--- src/rtl/icg_wake_scheduler.sv ---
// Power controller for clock-gated register banks: wakes banks one at a time
// with a settle period, and gates each bank off after a run of idle cycles.
module icg_wake_scheduler #(
    parameter int NUM_CH   = 4,
    parameter int WAKE_CYC = 2,
    parameter int IDLE_CYC = 8,
    parameter int CNT_W    = 4
) (
    input  logic                           clk,
    input  logic                           rst,
    input  logic [NUM_CH-1:0]              req,
    input  logic                           force_on,
    output logic [NUM_CH-1:0]              gate_en,
    output logic [NUM_CH-1:0]              ready,
    output logic [NUM_CH-1:0]              wake_grant,
    output logic                           wake_busy,
    output logic [$clog2(NUM_CH+1)-1:0]    n_active
);

    localparam int RR_W = $clog2(NUM_CH);
    localparam int NA_W = $clog2(NUM_CH + 1);
    localparam logic [CNT_W-1:0] WAKE_LAST = CNT_W'(WAKE_CYC - 1);
    localparam logic [CNT_W-1:0] IDLE_LAST = CNT_W'(IDLE_CYC - 1);

    typedef enum logic [1:0] {
        CH_OFF  = 2'd0,
        CH_PEND = 2'd1,
        CH_WAKE = 2'd2,
        CH_ON   = 2'd3
    } ch_state_t;

    ch_state_t             state_r     [NUM_CH];
    ch_state_t             state_nxt_s [NUM_CH];
    logic [CNT_W-1:0]      cnt_r       [NUM_CH];
    logic [CNT_W-1:0]      cnt_nxt_s   [NUM_CH];
    logic [RR_W-1:0]       rr_r;
    logic [NUM_CH-1:0]     r_s;
    logic [NUM_CH-1:0]     elig_s;
    logic [NUM_CH-1:0]     in_wake_s;
    logic                  any_wake_s;
    logic                  grant_vld_s;
    logic [RR_W-1:0]       grant_idx_s;
    logic [NUM_CH-1:0]     grant_s;
    logic [NUM_CH-1:0]     gate_nxt_s;
    logic [NUM_CH-1:0]     ready_nxt_s;
    logic                  busy_nxt_s;
    logic [NUM_CH-1:0]     gate_en_r;
    logic [NUM_CH-1:0]     ready_r;
    logic [NUM_CH-1:0]     wake_grant_r;
    logic                  wake_busy_r;
    logic [NA_W-1:0]       n_active_r;

    function automatic logic [RR_W-1:0] rr_wrap(input logic [RR_W-1:0] base, input int off);
        int s;
        s = int'(base) + off;
        if (s >= NUM_CH) begin
            s = s - NUM_CH;
        end else begin
            s = s;
        end
        return RR_W'(s);
    endfunction

    function automatic logic [NA_W-1:0] popcount(input logic [NUM_CH-1:0] v);
        logic [NA_W-1:0] s;
        s = '0;
        for (int i = 0; i < NUM_CH; i++) begin
            s = s + NA_W'(v[i]);
        end
        return s;
    endfunction

    // Effective requests and arbiter eligibility; cancelling channels are excluded
    always_comb begin
        r_s = req | {NUM_CH{force_on}};
        for (int i = 0; i < NUM_CH; i++) begin
            elig_s[i]    = (state_r[i] == CH_PEND) && r_s[i];
            in_wake_s[i] = (state_r[i] == CH_WAKE);
        end
        any_wake_s = |in_wake_s;
    end

    // Single-slot round-robin wake arbiter scanning upward from rr
    always_comb begin
        grant_vld_s = 1'b0;
        grant_idx_s = '0;
        grant_s     = '0;
        for (int off = 0; off < NUM_CH; off++) begin
            if (!grant_vld_s && !any_wake_s && elig_s[rr_wrap(rr_r, off)]) begin
                grant_vld_s = 1'b1;
                grant_idx_s = rr_wrap(rr_r, off);
            end else begin
                grant_vld_s = grant_vld_s;
            end
        end
        if (grant_vld_s) begin
            grant_s[grant_idx_s] = 1'b1;
        end else begin
            grant_s = '0;
        end
    end

    // Per-channel next state; one counter serves as wake timer and idle run length
    always_comb begin
        for (int i = 0; i < NUM_CH; i++) begin
            state_nxt_s[i] = state_r[i];
            cnt_nxt_s[i]   = cnt_r[i];
            case (state_r[i])
                CH_OFF: begin
                    if (r_s[i]) state_nxt_s[i] = CH_PEND;
                    else        state_nxt_s[i] = CH_OFF;
                end
                CH_PEND: begin
                    if (!r_s[i]) begin
                        state_nxt_s[i] = CH_OFF;
                    end else if (grant_s[i]) begin
                        state_nxt_s[i] = CH_WAKE;
                        cnt_nxt_s[i]   = '0;
                    end else begin
                        state_nxt_s[i] = CH_PEND;
                    end
                end
                CH_WAKE: begin
                    if (cnt_r[i] == WAKE_LAST) begin
                        state_nxt_s[i] = CH_ON;
                        cnt_nxt_s[i]   = '0;
                    end else begin
                        cnt_nxt_s[i] = cnt_r[i] + CNT_W'(1);
                    end
                end
                CH_ON: begin
                    if (r_s[i]) begin
                        cnt_nxt_s[i] = '0;
                    end else if (cnt_r[i] == IDLE_LAST) begin
                        state_nxt_s[i] = CH_OFF;
                        cnt_nxt_s[i]   = '0;
                    end else begin
                        cnt_nxt_s[i] = cnt_r[i] + CNT_W'(1);
                    end
                end
                default: begin
                    state_nxt_s[i] = CH_OFF;
                    cnt_nxt_s[i]   = '0;
                end
            endcase
        end
    end

    // Output values decoded from next state so they register alongside it
    always_comb begin
        busy_nxt_s = 1'b0;
        for (int i = 0; i < NUM_CH; i++) begin
            gate_nxt_s[i]  = (state_nxt_s[i] == CH_WAKE) || (state_nxt_s[i] == CH_ON);
            ready_nxt_s[i] = (state_nxt_s[i] == CH_ON);
            busy_nxt_s     = busy_nxt_s | (state_nxt_s[i] == CH_WAKE);
        end
    end

    // State, pointer and output registers with synchronous reset
    always_ff @(posedge clk) begin
        if (rst) begin
            for (int i = 0; i < NUM_CH; i++) begin
                state_r[i] <= CH_OFF;
                cnt_r[i]   <= '0;
            end
            rr_r         <= '0;
            gate_en_r    <= '0;
            ready_r      <= '0;
            wake_grant_r <= '0;
            wake_busy_r  <= 1'b0;
            n_active_r   <= '0;
        end else begin
            for (int i = 0; i < NUM_CH; i++) begin
                state_r[i] <= state_nxt_s[i];
                cnt_r[i]   <= cnt_nxt_s[i];
            end
            if (grant_vld_s) begin
                rr_r <= rr_wrap(grant_idx_s, 1);
            end else begin
                rr_r <= rr_r;
            end
            gate_en_r    <= gate_nxt_s;
            ready_r      <= ready_nxt_s;
            wake_grant_r <= grant_s;
            wake_busy_r  <= busy_nxt_s;
            n_active_r   <= popcount(gate_nxt_s);
        end
    end

    assign gate_en    = gate_en_r;
    assign ready      = ready_r;
    assign wake_grant = wake_grant_r;
    assign wake_busy  = wake_busy_r;
    assign n_active   = n_active_r;

endmodule

--- config.mk ---
export PLATFORM = sky130hd
export DESIGN_NAME = icg_wake_scheduler
export DESIGN_NICKNAME = d
export VERILOG_FILES = /design/src/rtl/icg_wake_scheduler.sv
export SDC_FILE = /design/constraint.sdc
export NUM_CORES = 1
export LEC_CHECK = 0
export ABC_CLOCK_PERIOD_IN_PS = 9900
export CORE_UTILIZATION = 46
export CTS_BUF_LIST = sky130_fd_sc_hd__clkbuf_8
export CTS_CLUSTER_DIAMETER = 120
export DETAILED_ROUTE_END_ITERATION = 12
export GPL_TIMING_DRIVEN = 1
export PLACE_DENSITY = 0.67
export SLEW_MARGIN = 0
export SYNTH_ARGS = -nofsm -noshare
export SYNTH_HDL_FRONTEND = slang
export SYNTH_SLANG_ARGS = --single-unit
--- constraint.sdc ---
create_clock -name clk -period 9.9 [get_ports clk]
set_input_delay 1.98 -clock clk [delete_from_list [all_inputs] [get_ports clk]]
set_output_delay 1.98 -clock clk [all_outputs]
set_load 0.05 [all_outputs]
==> metrics.md <==
| Metric | Value |
|---|---|
| Routability congestion estimate | 0.883 |
| Clk pwr share | just over 20% |
| Max-capacitance violation count | 0 |
| Slew @ Worst Pin | 0.561 ns |
| Hold buffers post-CTS | 0 |
| Cell variety after synth | 58 |
| Power after layout | 0.000515 W |
| Total clock sinks | 42 |
| Proportion of layout cells with a drive suffix above 1 | ~8.5% |
| Die area | 0.00536 mm^2 |
| Yosys top cell by area | dfxtp_1 |
| Final Max Tran Viols | 0 |
| Critical path arrival | a little under 6 ns |
| Sequential share of power | 40.8% |
| P_sw | 0.000204 W |
| Top cells by area, synth | dfxtp_1, ha_1, nor2_1 |
| Hold Path Depth | 2 |
| Post-synth design cell area | between 0.002 and 0.0025 mm^2 |
| Nets | a little over 300 |
| Finish-stage setup viols | 0 |
| CTS Buf Count | 5 |
| Final hold violation count | 0 |
| # diodes | 0 |
| Ys async rst share | 0% |
| Initial Utilization | 48.7% |
| Clk pin slew, worst setup/hold paths | approximately 0.08 ns |
| Tmin final | 5.62 ns |
| Root Buffer | clkbuf_8 |
| Hold Path Class | reg -> reg |
| Critical path fanouts, max | 11 |
| Most frequent CP cell | ha_1 |
| Vias in the first global route | 1762 |
| Post-CTS resize count | 0 |
| Setup ws final | 4.28 ns |
| Max Freq | about 180 MHz |
| Average cell area after synthesis | between 8 and 9 um^2 |
| Post-Synthesis Cells | 259 |
| CORE AREA | between 0.004 and 0.005 mm^2 |
| Synth warn | 0 |
| Die H | 73.2 um |
| CP Cell Sequence | clkdlybuf4s50_1 -> o21ai_2 -> nor3_1 -> a211o_1 -> a21oi_1 -> ha_1 -> o211ai_1 -> inv_1 -> o211ai_4 -> nand2_1 -> nand2_1 -> fa_1 -> inv_1 -> ha_1 -> ha_1 -> nor2b_1 |
| Largest net degree at the start of global routing | 41 |
| Die width | approximately 73 um |
| Worst vdd ir | approximately 0.00012 V |
| Via/cell ratio | 5.58 |
| I/O pins | 23 |
| Global-route wire length before repair | 8400 um |
| Antenna Nets Post-Route | 0 |
| CP max stage cell | clkdlybuf4s50_1 |
| Initial drt markers | 100 |
| P per Cell Area | 192 mW/mm^2 |
| I/O Buffers | 22 |
| H-tree depth | 2 |
| CTS tree | done |
| Setup TNS | 0 ns |
| Seq/Total Area, Yosys | 36.1% |
| Initial antenna violation count | 0 |
| Post-synth EDFFs | 0 |
| Mapped Nets | 281 |
| Net Sw Frac | 39.6% |
| Post-DP HPWL | 3560 um |
| RSZ-0062 raised after global routing | no |
| DP Worst Slack | 3.99 ns |
| # Post-CTS Setup Buffers | 0 |
| Fin crit share | between 50% and 60% |
| DR WL/cell | 14.4 um |
| Comb pwr share | 38.5% |
| Row Count | 25 |
| Outcome | finished, final reports clean |
| Relative slew slack | 62.5% |
| Worst setup SP type | input port |
| Area share of the largest cell type after synthesis | 36.1% |
| Top FF cell, synth | dfxtp_1 |
| Pleak | 1.01 nW |
| Overall global routing resource usage | 20.5% |
| Clk buf depth | 2 |
| Pre-antenna DRT Iters | 4 |
| CP required | about 10 ns |
| Grt ovf | 0 |
| Worst reg2reg path depth | 15 |
| Skew-Pair Late Insertion Delay | 0.30 ns |
| Largest stage delay, worst path | 0.69 ns |
| Commonest non-fill, non-tap cells in the layout | dfxtp_1, nor2_1, clkdlybuf4s50_1 |
| Setup Skew | 0.00576 ns |
| Area grow syn2layout | 14.8% |
| Drt drc | 0 |
| Post-synthesis register bit count | 42 |
| Vias | 1942 |
| Worst Path Class, Setup | in -> reg |
| Cell-internal power | about 0.00031 W |
| Worst setup EP type | flop |
| Hold Slack | 0.529 ns |
| Commonest non-fill, non-tap cell in the layout | dfxtp_1 |
| WL final | roughly 5000 um |
==> cell type report <==
cell class              instances  area (um^2)
flip-flops and latches         42          841
inverters                      17         63.8
well taps                      67         83.8
clock buffers                   5         68.8
clock inverters                 2         10.0
fillers                       443         2110
multi-input cells             192         1380
repair buffers                 23          228
==> logic make-up (layout without fill, tap and decap cells) <==
logic type                 count (synthesis)  in the layout  share of synthesized area, %
muxes                                      1              1                         0.429
buffers and inverters                     25             47                          4.72
xor gates and xnor gates                   1              1                         0.376
and+or+nand+nor                           97             97                          22.0
DFF                                       42             42                          36.1
AOI/OAI and AO/OA                         78             78                          28.1
adders and majority gates                 15             15                          8.37
==> final timing paths <==
| check | start | end | slack, ns |
|---|---|---|---|
| max | force_on | n_active[1] | 4.28 |
| min | cnt_r[2][1] | cnt_r[2][1] | 0.53 |
| max reg2reg | state_r[1][0] | n_active[1] | 6.37 |
| min reg2reg | cnt_r[2][1] | cnt_r[2][1] | 0.53 |
==> power groups by stage <==
stage | registers (W) | clock network (W) | logic [W]
2_1_floorplan | 0.000241 | 0 | 0.000121
3_5_place_dp | 0.000213 | 0 | 0.000196
6_report | 0.000210 | 0.000106 | 0.000198
4_1_cts | 0.000210 | 0.000109 | 0.000198
5_1_grt | 0.000213 | 0.000116 | 0.000217
3_3_place_gp | 0.000214 | 0 | 0.000197
==> sequential cells by signal, indices dropped and copies added (netlist names) <==
| register | cells |
|---|---|
| ready | 4 |
| state_r | 8 |
| wake_grant | 4 |
| n_active | 3 |
| cnt_r | 16 |
| gate_en | 4 |
| wake_busy | 1 |
| rr_r | 2 |
==> routing by layer <==
metal / up-vias / wire length [um] / share of wire (%) / GRT usage (%)
li1: 1000 / - / - / -
met1: 901 / 2630 / 53 / 29.5
met3: 9 / 144 / 2.9 / 4.28
met5: - / 0 / 0 / 0
met2: 32 / 2130 / 43 / 30.1
met4: 0 / 92 / 1.8 / 6.97
==> through the flow <==
step / util, % / cells / cell area (um^2)
6_report: 55.9 / 348 / 2680
5_1_grt: 55.9 / 348 / 2680
4_1_cts: 55.9 / 348 / 2680
3_5_place_dp: 54.2 / 341 / 2600
3_3_place_gp: 54.2 / 341 / 2600
2_1_floorplan: - / 259 / 2330
==> worst max-delay path, delay by kind of cell <==
family | cells | cell delay [ns]
fa+ha+maj | 4 | 1.25
compound gates | 5 | 1.22
buf+inv | 3 | 0.86
simple gates | 4 | 0.49
==> synth_stat cells, types with 3 or more instances <==
master	number
nor2b_1	9
a21oi_1	16
a32oi_1	3
nand2_1	14
clkbuf_1	5
nand3_1	8
o21ai_2	4
inv_1	17
or3_1	3
nand2b_1	7
nor3b_1	4
ha_1	14
and2_1	5
dfxtp_1	42
a311oi_1	3
nor4_1	4
a211oi_1	3
o21ai_0	8
o211ai_1	5
o21a_1	3
a31oi_1	3
nor2_1	24
and3_1	5
nor3_1	7
No activity file was read; power rests on OpenSTA's default activity.
